## config.mk

```make
export PLATFORM = sky130hd
export DESIGN_NAME = ctrl_decode_stage_flat
export DESIGN_NICKNAME = d
export VERILOG_FILES = /design/src/rtl/ctrl_decode_stage_if.sv /design/src/rtl/ctrl_decode_stage.sv /design/src/flat_wrapper.sv
export SDC_FILE = /design/constraint.sdc
export NUM_CORES = 1
export LEC_CHECK = 0
export CELL_PAD_IN_SITES_DETAIL_PLACEMENT = 2
export CELL_PAD_IN_SITES_GLOBAL_PLACEMENT = 2
export CORE_MARGIN = 10
export CORE_UTILIZATION = 38
export CTS_CLUSTER_SIZE = 8
export DETAILED_ROUTE_END_ITERATION = 16
export DONT_BUFFER_PORTS = 1
export PLACE_DENSITY = 0.9
export SLEW_MARGIN = 10
export SYNTH_ARGS = -nofsm -noshare
export SYNTH_HDL_FRONTEND = slang
export SYNTH_SLANG_ARGS = --single-unit
```

## constraint.sdc

```tcl
create_clock -name clk -period 2.11 [get_ports clk]
set_input_delay 0.211 -clock clk [delete_from_list [all_inputs] [get_ports clk]]
set_output_delay 0.211 -clock clk [all_outputs]
set_load 0.1 [all_outputs]
```

## src/rtl/ctrl_decode_stage_if.sv

```systemverilog
// rtl/ctrl_decode_stage_if.sv - handshake and control-word bundle for the decode stage
interface ctrl_decode_stage_if;
    logic        in_valid;
    logic        in_ready;
    logic [31:0] instr;
    logic        flush;
    logic        out_valid;
    logic        out_ready;
    logic [31:0] instr_out;
    logic        reg_write;
    logic        mem_write;
    logic        mem_read;
    logic        mem_to_reg;
    logic        jump_src;
    logic        jalr_src;
    logic        u_src;
    logic        uj_src;
    logic        alu_src;
    logic        alu_fpu;
    logic [2:0]  branch_src;
    logic        illegal;
    logic        fpu_busy;

    modport master (
        output in_valid, instr, flush, out_ready,
        input  in_ready, out_valid, instr_out, reg_write, mem_write, mem_read,
               mem_to_reg, jump_src, jalr_src, u_src, uj_src, alu_src, alu_fpu,
               branch_src, illegal, fpu_busy
    );

    modport slave (
        input  in_valid, instr, flush, out_ready,
        output in_ready, out_valid, instr_out, reg_write, mem_write, mem_read,
               mem_to_reg, jump_src, jalr_src, u_src, uj_src, alu_src, alu_fpu,
               branch_src, illegal, fpu_busy
    );
endinterface

```

## src/rtl/ctrl_decode_stage.sv

```systemverilog
// rtl/ctrl_decode_stage.sv - single-entry instruction decode stage with FPU latency hold
module ctrl_decode_stage #(
    parameter int unsigned FPU_LAT    = 3,
    parameter bit          ENABLE_FPU = 1'b1
) (
    input  logic               clk,
    input  logic               rst_n,
    ctrl_decode_stage_if.slave bus
);
    typedef enum logic [1:0] {EMPTY, FULL, FPU_WAIT} state_t;

    localparam logic [3:0] LAT_M1 = 4'(FPU_LAT - 1);

    state_t      state_q, state_d;
    logic [3:0]  cnt_q, cnt_d;
    logic [9:0]  ctrl_q, ctrl_d;
    logic [2:0]  br_q, br_d;
    logic        ill_q, ill_d;
    logic [31:0] instr_q, instr_d;

    logic [6:0]  opcode;
    logic [2:0]  funct3;
    logic [9:0]  dec_ctrl;
    logic [2:0]  dec_br;
    logic        dec_ill;
    logic        accept;

    assign opcode = bus.instr[6:0];
    assign funct3 = bus.instr[14:12];

    // ctrl bit order: reg_write,mem_write,mem_read,mem_to_reg,jump_src,jalr_src,u_src,uj_src,alu_src,alu_fpu
    always_comb begin
        dec_ctrl = 10'b0;
        dec_br   = 3'b000;
        dec_ill  = 1'b0;
        unique case (opcode)
            7'b0110011: dec_ctrl = 10'b1000000100;
            7'b0010011: dec_ctrl = 10'b1000000110;
            7'b0000011: dec_ctrl = 10'b1011000110;
            7'b1100111: dec_ctrl = 10'b1000110110;
            7'b0100011: dec_ctrl = 10'b0100000110;
            7'b0110111: dec_ctrl = 10'b1000000000;
            7'b0010111: dec_ctrl = 10'b1000001000;
            7'b1101111: dec_ctrl = 10'b1000100100;
            7'b1010011: begin
                if (ENABLE_FPU) dec_ctrl = 10'b1000000101;
                else            dec_ill  = 1'b1;
            end
            7'b1100011: begin
                unique case (funct3)
                    3'b000:  dec_br = 3'b001;
                    3'b001:  dec_br = 3'b010;
                    3'b100:  dec_br = 3'b011;
                    3'b101:  dec_br = 3'b100;
                    3'b110:  dec_br = 3'b101;
                    3'b111:  dec_br = 3'b110;
                    default: dec_ill = 1'b1;
                endcase
                if (!dec_ill) dec_ctrl = 10'b0000000100;
            end
            default: dec_ill = 1'b1;
        endcase
    end

    assign bus.in_ready = !bus.flush &&
                          (state_q == EMPTY || (state_q == FULL && bus.out_ready));
    assign accept       = bus.in_valid && bus.in_ready;

    always_comb begin
        state_d = state_q;
        cnt_d   = cnt_q;
        ctrl_d  = ctrl_q;
        br_d    = br_q;
        ill_d   = ill_q;
        instr_d = instr_q;
        if (bus.flush) begin
            state_d = EMPTY;
            cnt_d   = 4'd0;
            ctrl_d  = 10'b0;
            br_d    = 3'b000;
            ill_d   = 1'b0;
            instr_d = 32'b0;
        end else if (accept) begin
            ctrl_d  = dec_ctrl;
            br_d    = dec_br;
            ill_d   = dec_ill;
            instr_d = bus.instr;
            if (dec_ctrl[0] && FPU_LAT > 1) begin
                state_d = FPU_WAIT;
                cnt_d   = LAT_M1;
            end else begin
                state_d = FULL;
            end
        end else begin
            unique case (state_q)
                FPU_WAIT: begin
                    // Leave on the edge where the count lands on zero.
                    if (cnt_q <= 4'd1) begin
                        cnt_d   = 4'd0;
                        state_d = FULL;
                    end else begin
                        cnt_d = cnt_q - 4'd1;
                    end
                end
                FULL:    if (bus.out_ready) state_d = EMPTY;
                default: state_d = state_q;
            endcase
        end
    end

    always_ff @(posedge clk or negedge rst_n) begin
        if (!rst_n) begin
            state_q <= EMPTY;
            cnt_q   <= 4'd0;
            ctrl_q  <= 10'b0;
            br_q    <= 3'b000;
            ill_q   <= 1'b0;
            instr_q <= 32'b0;
        end else begin
            state_q <= state_d;
            cnt_q   <= cnt_d;
            ctrl_q  <= ctrl_d;
            br_q    <= br_d;
            ill_q   <= ill_d;
            instr_q <= instr_d;
        end
    end

    assign bus.out_valid  = (state_q == FULL);
    assign bus.fpu_busy   = (state_q == FPU_WAIT);
    assign bus.instr_out  = instr_q;
    assign bus.reg_write  = ctrl_q[9];
    assign bus.mem_write  = ctrl_q[8];
    assign bus.mem_read   = ctrl_q[7];
    assign bus.mem_to_reg = ctrl_q[6];
    assign bus.jump_src   = ctrl_q[5];
    assign bus.jalr_src   = ctrl_q[4];
    assign bus.u_src      = ctrl_q[3];
    assign bus.uj_src     = ctrl_q[2];
    assign bus.alu_src    = ctrl_q[1];
    assign bus.alu_fpu    = ctrl_q[0];
    assign bus.branch_src = br_q;
    assign bus.illegal    = ill_q;
endmodule

```

## src/flat_wrapper.sv

```systemverilog
// flat-port wrapper written by rule: the top's interface ports become plain ports
module ctrl_decode_stage_flat 
#(
    parameter int unsigned FPU_LAT    = 3,
    parameter bit          ENABLE_FPU = 1'b1
)
  (clk, rst_n, bus_in_valid, bus_instr, bus_flush, bus_out_ready, bus_in_ready, bus_out_valid, bus_instr_out, bus_reg_write, bus_mem_write, bus_mem_read, bus_mem_to_reg, bus_jump_src, bus_jalr_src, bus_u_src, bus_uj_src, bus_alu_src, bus_alu_fpu, bus_branch_src, bus_illegal, bus_fpu_busy);
  ctrl_decode_stage_if bus_i ();
  input  logic clk;
  input  logic rst_n;
  input wire logic [$bits(bus_i.in_valid)-1:0] bus_in_valid;
  input wire logic [$bits(bus_i.instr)-1:0] bus_instr;
  input wire logic [$bits(bus_i.flush)-1:0] bus_flush;
  input wire logic [$bits(bus_i.out_ready)-1:0] bus_out_ready;
  output wire logic [$bits(bus_i.in_ready)-1:0] bus_in_ready;
  output wire logic [$bits(bus_i.out_valid)-1:0] bus_out_valid;
  output wire logic [$bits(bus_i.instr_out)-1:0] bus_instr_out;
  output wire logic [$bits(bus_i.reg_write)-1:0] bus_reg_write;
  output wire logic [$bits(bus_i.mem_write)-1:0] bus_mem_write;
  output wire logic [$bits(bus_i.mem_read)-1:0] bus_mem_read;
  output wire logic [$bits(bus_i.mem_to_reg)-1:0] bus_mem_to_reg;
  output wire logic [$bits(bus_i.jump_src)-1:0] bus_jump_src;
  output wire logic [$bits(bus_i.jalr_src)-1:0] bus_jalr_src;
  output wire logic [$bits(bus_i.u_src)-1:0] bus_u_src;
  output wire logic [$bits(bus_i.uj_src)-1:0] bus_uj_src;
  output wire logic [$bits(bus_i.alu_src)-1:0] bus_alu_src;
  output wire logic [$bits(bus_i.alu_fpu)-1:0] bus_alu_fpu;
  output wire logic [$bits(bus_i.branch_src)-1:0] bus_branch_src;
  output wire logic [$bits(bus_i.illegal)-1:0] bus_illegal;
  output wire logic [$bits(bus_i.fpu_busy)-1:0] bus_fpu_busy;
  assign bus_i.in_valid = bus_in_valid;
  assign bus_i.instr = bus_instr;
  assign bus_i.flush = bus_flush;
  assign bus_i.out_ready = bus_out_ready;
  assign bus_in_ready = bus_i.in_ready;
  assign bus_out_valid = bus_i.out_valid;
  assign bus_instr_out = bus_i.instr_out;
  assign bus_reg_write = bus_i.reg_write;
  assign bus_mem_write = bus_i.mem_write;
  assign bus_mem_read = bus_i.mem_read;
  assign bus_mem_to_reg = bus_i.mem_to_reg;
  assign bus_jump_src = bus_i.jump_src;
  assign bus_jalr_src = bus_i.jalr_src;
  assign bus_u_src = bus_i.u_src;
  assign bus_uj_src = bus_i.uj_src;
  assign bus_alu_src = bus_i.alu_src;
  assign bus_alu_fpu = bus_i.alu_fpu;
  assign bus_branch_src = bus_i.branch_src;
  assign bus_illegal = bus_i.illegal;
  assign bus_fpu_busy = bus_i.fpu_busy;
  ctrl_decode_stage #(.FPU_LAT(FPU_LAT), .ENABLE_FPU(ENABLE_FPU)) u_core (.clk(clk), .rst_n(rst_n), .bus(bus_i));
endmodule
```

==> impl_metrics.yaml <==
power_and_ir_drop:
  clock_power_share_pct: 22.9
  p_leak_nw: 1.49
  power.density_mw_per_mm2: 879
  switchingPower_w: 0.00106
  power.share.switching_pct: 41.1
  p_int_w: 0.00152
  power_frac_seq_pct: 44.0
  max_vdd_drop_uv: 339
  comb_pwr_share_pct: 33.1
timing:
  fin_crit_ns: 1.82
  timing.clock.skew_ns: 0.00750
  final.period_utilization_pct: 86.1
  slew-limit-headroom_pct: 35.3
  worst_slew_pin_slew_ns: 0.970
  setup_repair_after_global_routing_missed_its_margin: "false"
  setup_tns_ns: 0
  final-setup-viol-count: 0
  final_max_slew_violation_count: 0
  final_hold_violating_endpoints: 0
  max_clock_freq_mhz: 550
route:
  avgRoutedWirePerCell_um: 24.4
  detail_route.first_pass.iterations: 4
  detailroute.via_count: 2182
  wirelength_mm: 9.28
  drt_drc_violations_left: 0
  ant_nets: 0
  routed_via_density: 5.73
  drt_first_iter_violations: 93
cells_and_area:
  drive_gt1_share_pct: 22.2
  mostFrequentLayoutCells: "73 x nand2_1, 50 x buf_4, 50 x dfrtp_1"
  n_antenna_cell: 0
  stdcell_area_mm2: 0.00293
  post_layout_utilization_of_the_core_pct: 49.0
  leading_cell_type_in_the_layout_fill_and_taps_excluded: "nand2_1"
  finish.net_count: 345
  area_delta_synth_final_pct: 24.3
worst_setup_path:
  crit_path_max_fanout: 41
  cp.buffers_inverters: 0
  setup.worst_path.start_class: "register"
  timing.critical_path.to_type: "register"
  cpPeakStageDelay_ns: 0.52
  cp_data_arrival_time_ns: 2.01
  cp_top_family: "simple AND/OR/NAND/NOR gates"
  path_class: "reg -> reg"
  timing.critical_path.slowest_stage_cell: "and3_4"
  reg2reg_slack_ns: 0.29
  crit_required_ns: 2.31
  cp_cell_sequence: "nand2b_1 > and3_4 > nand3_1 > o21ai_0"
run:
  maxCapViolations: 0
cts:
  clkSlewWorstSetupHoldPaths_ns: 0.10
  cts-root-buf: "clkbuf_8"
  cts-buffers-inserted: 5
  cts_tree: "done"
  tritoncts_num_sinks: 51
  post_cts_resized: 0
  worst_skew_pair.late_latency_ns: 0.31
  htree_num_levels: 2
  max-clock-path-buffers: 2
floorplanning:
  floorplan.core_area_mm2: 0.00599
  floorplan.die.width_um: 98.8
  ios: 86
  start_util_pct: 39.4
  die_area_mm2: 0.00976
  die_h_um: 98.8
  rows: 28
synthesis:
  synth-warning-count: 0
  fraction_of_the_mapped_netlist_area_in_adder_cells_pct: 1.48
  synth-seq-area-share_pct: 54.1
  syn-instance-count: 258
  mappedNetlistArea_mm2: 0.00236
  share_of_synthesized_cell_area_in_and_or_nand_and_nor_gates_pct: 29.4
  synth_top_family_by_area: "simple AND/OR/NAND/NOR gates"
  postSynthRegisterBits: 51
  synth_compound_area_share_pct: 9.70
  ys.flop_type: "dfrtp_1"
  syn-mean-instance-area_um2: 9.15
  synth_mux_area_share_pct: 0.424
  synth_async_sr_flop_share_pct: 100
  mappedNetlistNets: 297
  synth_cell_type_count: 40
  edff_count_synth: 0
  post_synth_xor_area_fraction_pct: 0.371
global_route:
  vias_in_the_first_global_route: 2483
  grt_first_pass_wirelength_mm: 14.7
  track_usage_pct: 18.9
  grt_remaining_overflow: 0
  global_route.peak_usage_layer: "met2"
  global_route.usage.met1_pct: 20.1
  maximum_number_of_pins_on_one_net_before_global_route_repair: 52
  grt_util_met3_pct: 4.33
  grt.met2_usage_pct: 34.8
  antenna_found_initial: 0
worst_hold_path:
  timing.hold.worst.class: "in -> reg"
placed_design:
  place.detailed.hpwl_mm: 6.45
  placement.cell_area_mm2: 0.00277
  placement.io_buffers: 0
  place_congestion: 0.787
outcome:
  outcome: "finished, final reports clean"
registers in the layout (all words and copies together) (netlist names):
register               count
u_core.cnt_q               4
u_core.bus.instr_out      32
u_core.bus.branch_src      3
u_core.ctrl_q              9
u_core.state_q             2
u_core.bus.illegal         1
final cells by class:
cell class | count | area, µm²
fillers | 642 | 3060
multi-input cells | 183 | 987
flip-flops and latches | 51 | 1280
well taps | 75 | 93.8
inverters | 9 | 33.8
clock buffers | 6 | 82.6
repair buffers | 56 | 453
clock inverters | 1 | 5.00
power by group through the flow:
stage | logic (W) | clock network, W | registers, W
5_1_grt | 0.000900 | 0.000642 | 0.00114
6_report | 0.000854 | 0.000591 | 0.00113
3_3_place_gp | 0.000773 | 0 | 0.00114
2_1_floorplan | 0.000277 | 0 | 0.00149
4_1_cts | 0.000855 | 0.000599 | 0.00113
3_5_place_dp | 0.000816 | 0 | 0.00115
cells in the mapped netlist (2+ instances only):
cell type  instances  area (µm²)
ha_1               2        25.0
clkbuf_1           9        33.8
nand3_1           39         195
nor4_1             2        12.5
nand2_1           73         274
a21oi_1            2        10.0
o211ai_1           3        22.5
or4_1              2        15.0
nand4_1            4        25.0
buf_2              4        20.0
o21ai_0           12        60.1
nand2b_1           4        25.0
dfrtp_1           51        1280
nor2b_1            5        31.3
inv_1              9        33.8
nor3_1             5        25.0
a22oi_1            2        15.0
nor2_1             6        22.5
o31ai_1            3        22.5
through the flow:
stage                     hold slack [ns]  total power, W  std cells  setup WS (ns)
after floorplan                   -0.0846         0.00176        258          0.150
after global routing              0.00668         0.00268        381          0.132
after global placement            -0.0819         0.00191        368          0.508
after CTS                         0.00223         0.00259        381          0.330
final                             0.00659         0.00258        381          0.292
after detailed placement          -0.0819         0.00197        368          0.366
path summary, 6_finish.rpt:
| check | start | endpoint | depth (start not counted) |
|---|---|---|---|
| setup / recovery | u_core.state_q[0] | u_core.ctrl_q[1] | 4 |
| hold / removal | bus_instr[27] | u_core.bus.instr_out[27] | 2 |
| setup reg to reg | u_core.state_q[0] | u_core.ctrl_q[1] | 4 |
| hold reg to reg | u_core.ctrl_q[0] | u_core.ctrl_q[0] | 2 |
| max in group asynchronous | rst_n | u_core.ctrl_q[5] | 2 |
| min in group asynchronous | rst_n | u_core.cnt_q[2] | 2 |
worst register-to-register path, cell delays in order (launching register included):
cell and delay [ns]:
dfrtp_1 0.44, nand2b_1 0.18, and3_4 0.52, nand3_1 0.23
o21ai_0 0.32
logic make-up after synthesis:
group | after synthesis
AOI/OAI and AO/OA | 32
xor gates and xnor gates | 1
DFF | 51
adders and majority gates | 3
and+or+nand+nor | 146
muxes | 1
buffers and inverters | 24
per-layer routing:
layer / vias up / share of wire (%)
li1: 970 / -
met1: 1137 / 36
met2: 60 / 56
met3: 15 / 5.5
met4: 0 / 2.3
met5: - / 0
what timing repair did:
item	4_1_cts	5_1_grt
setup buffers	0	0
hold endpoints to repair	54	0
hold buffers	6	0
Note: power is estimated with default switching activity, not from simulation.
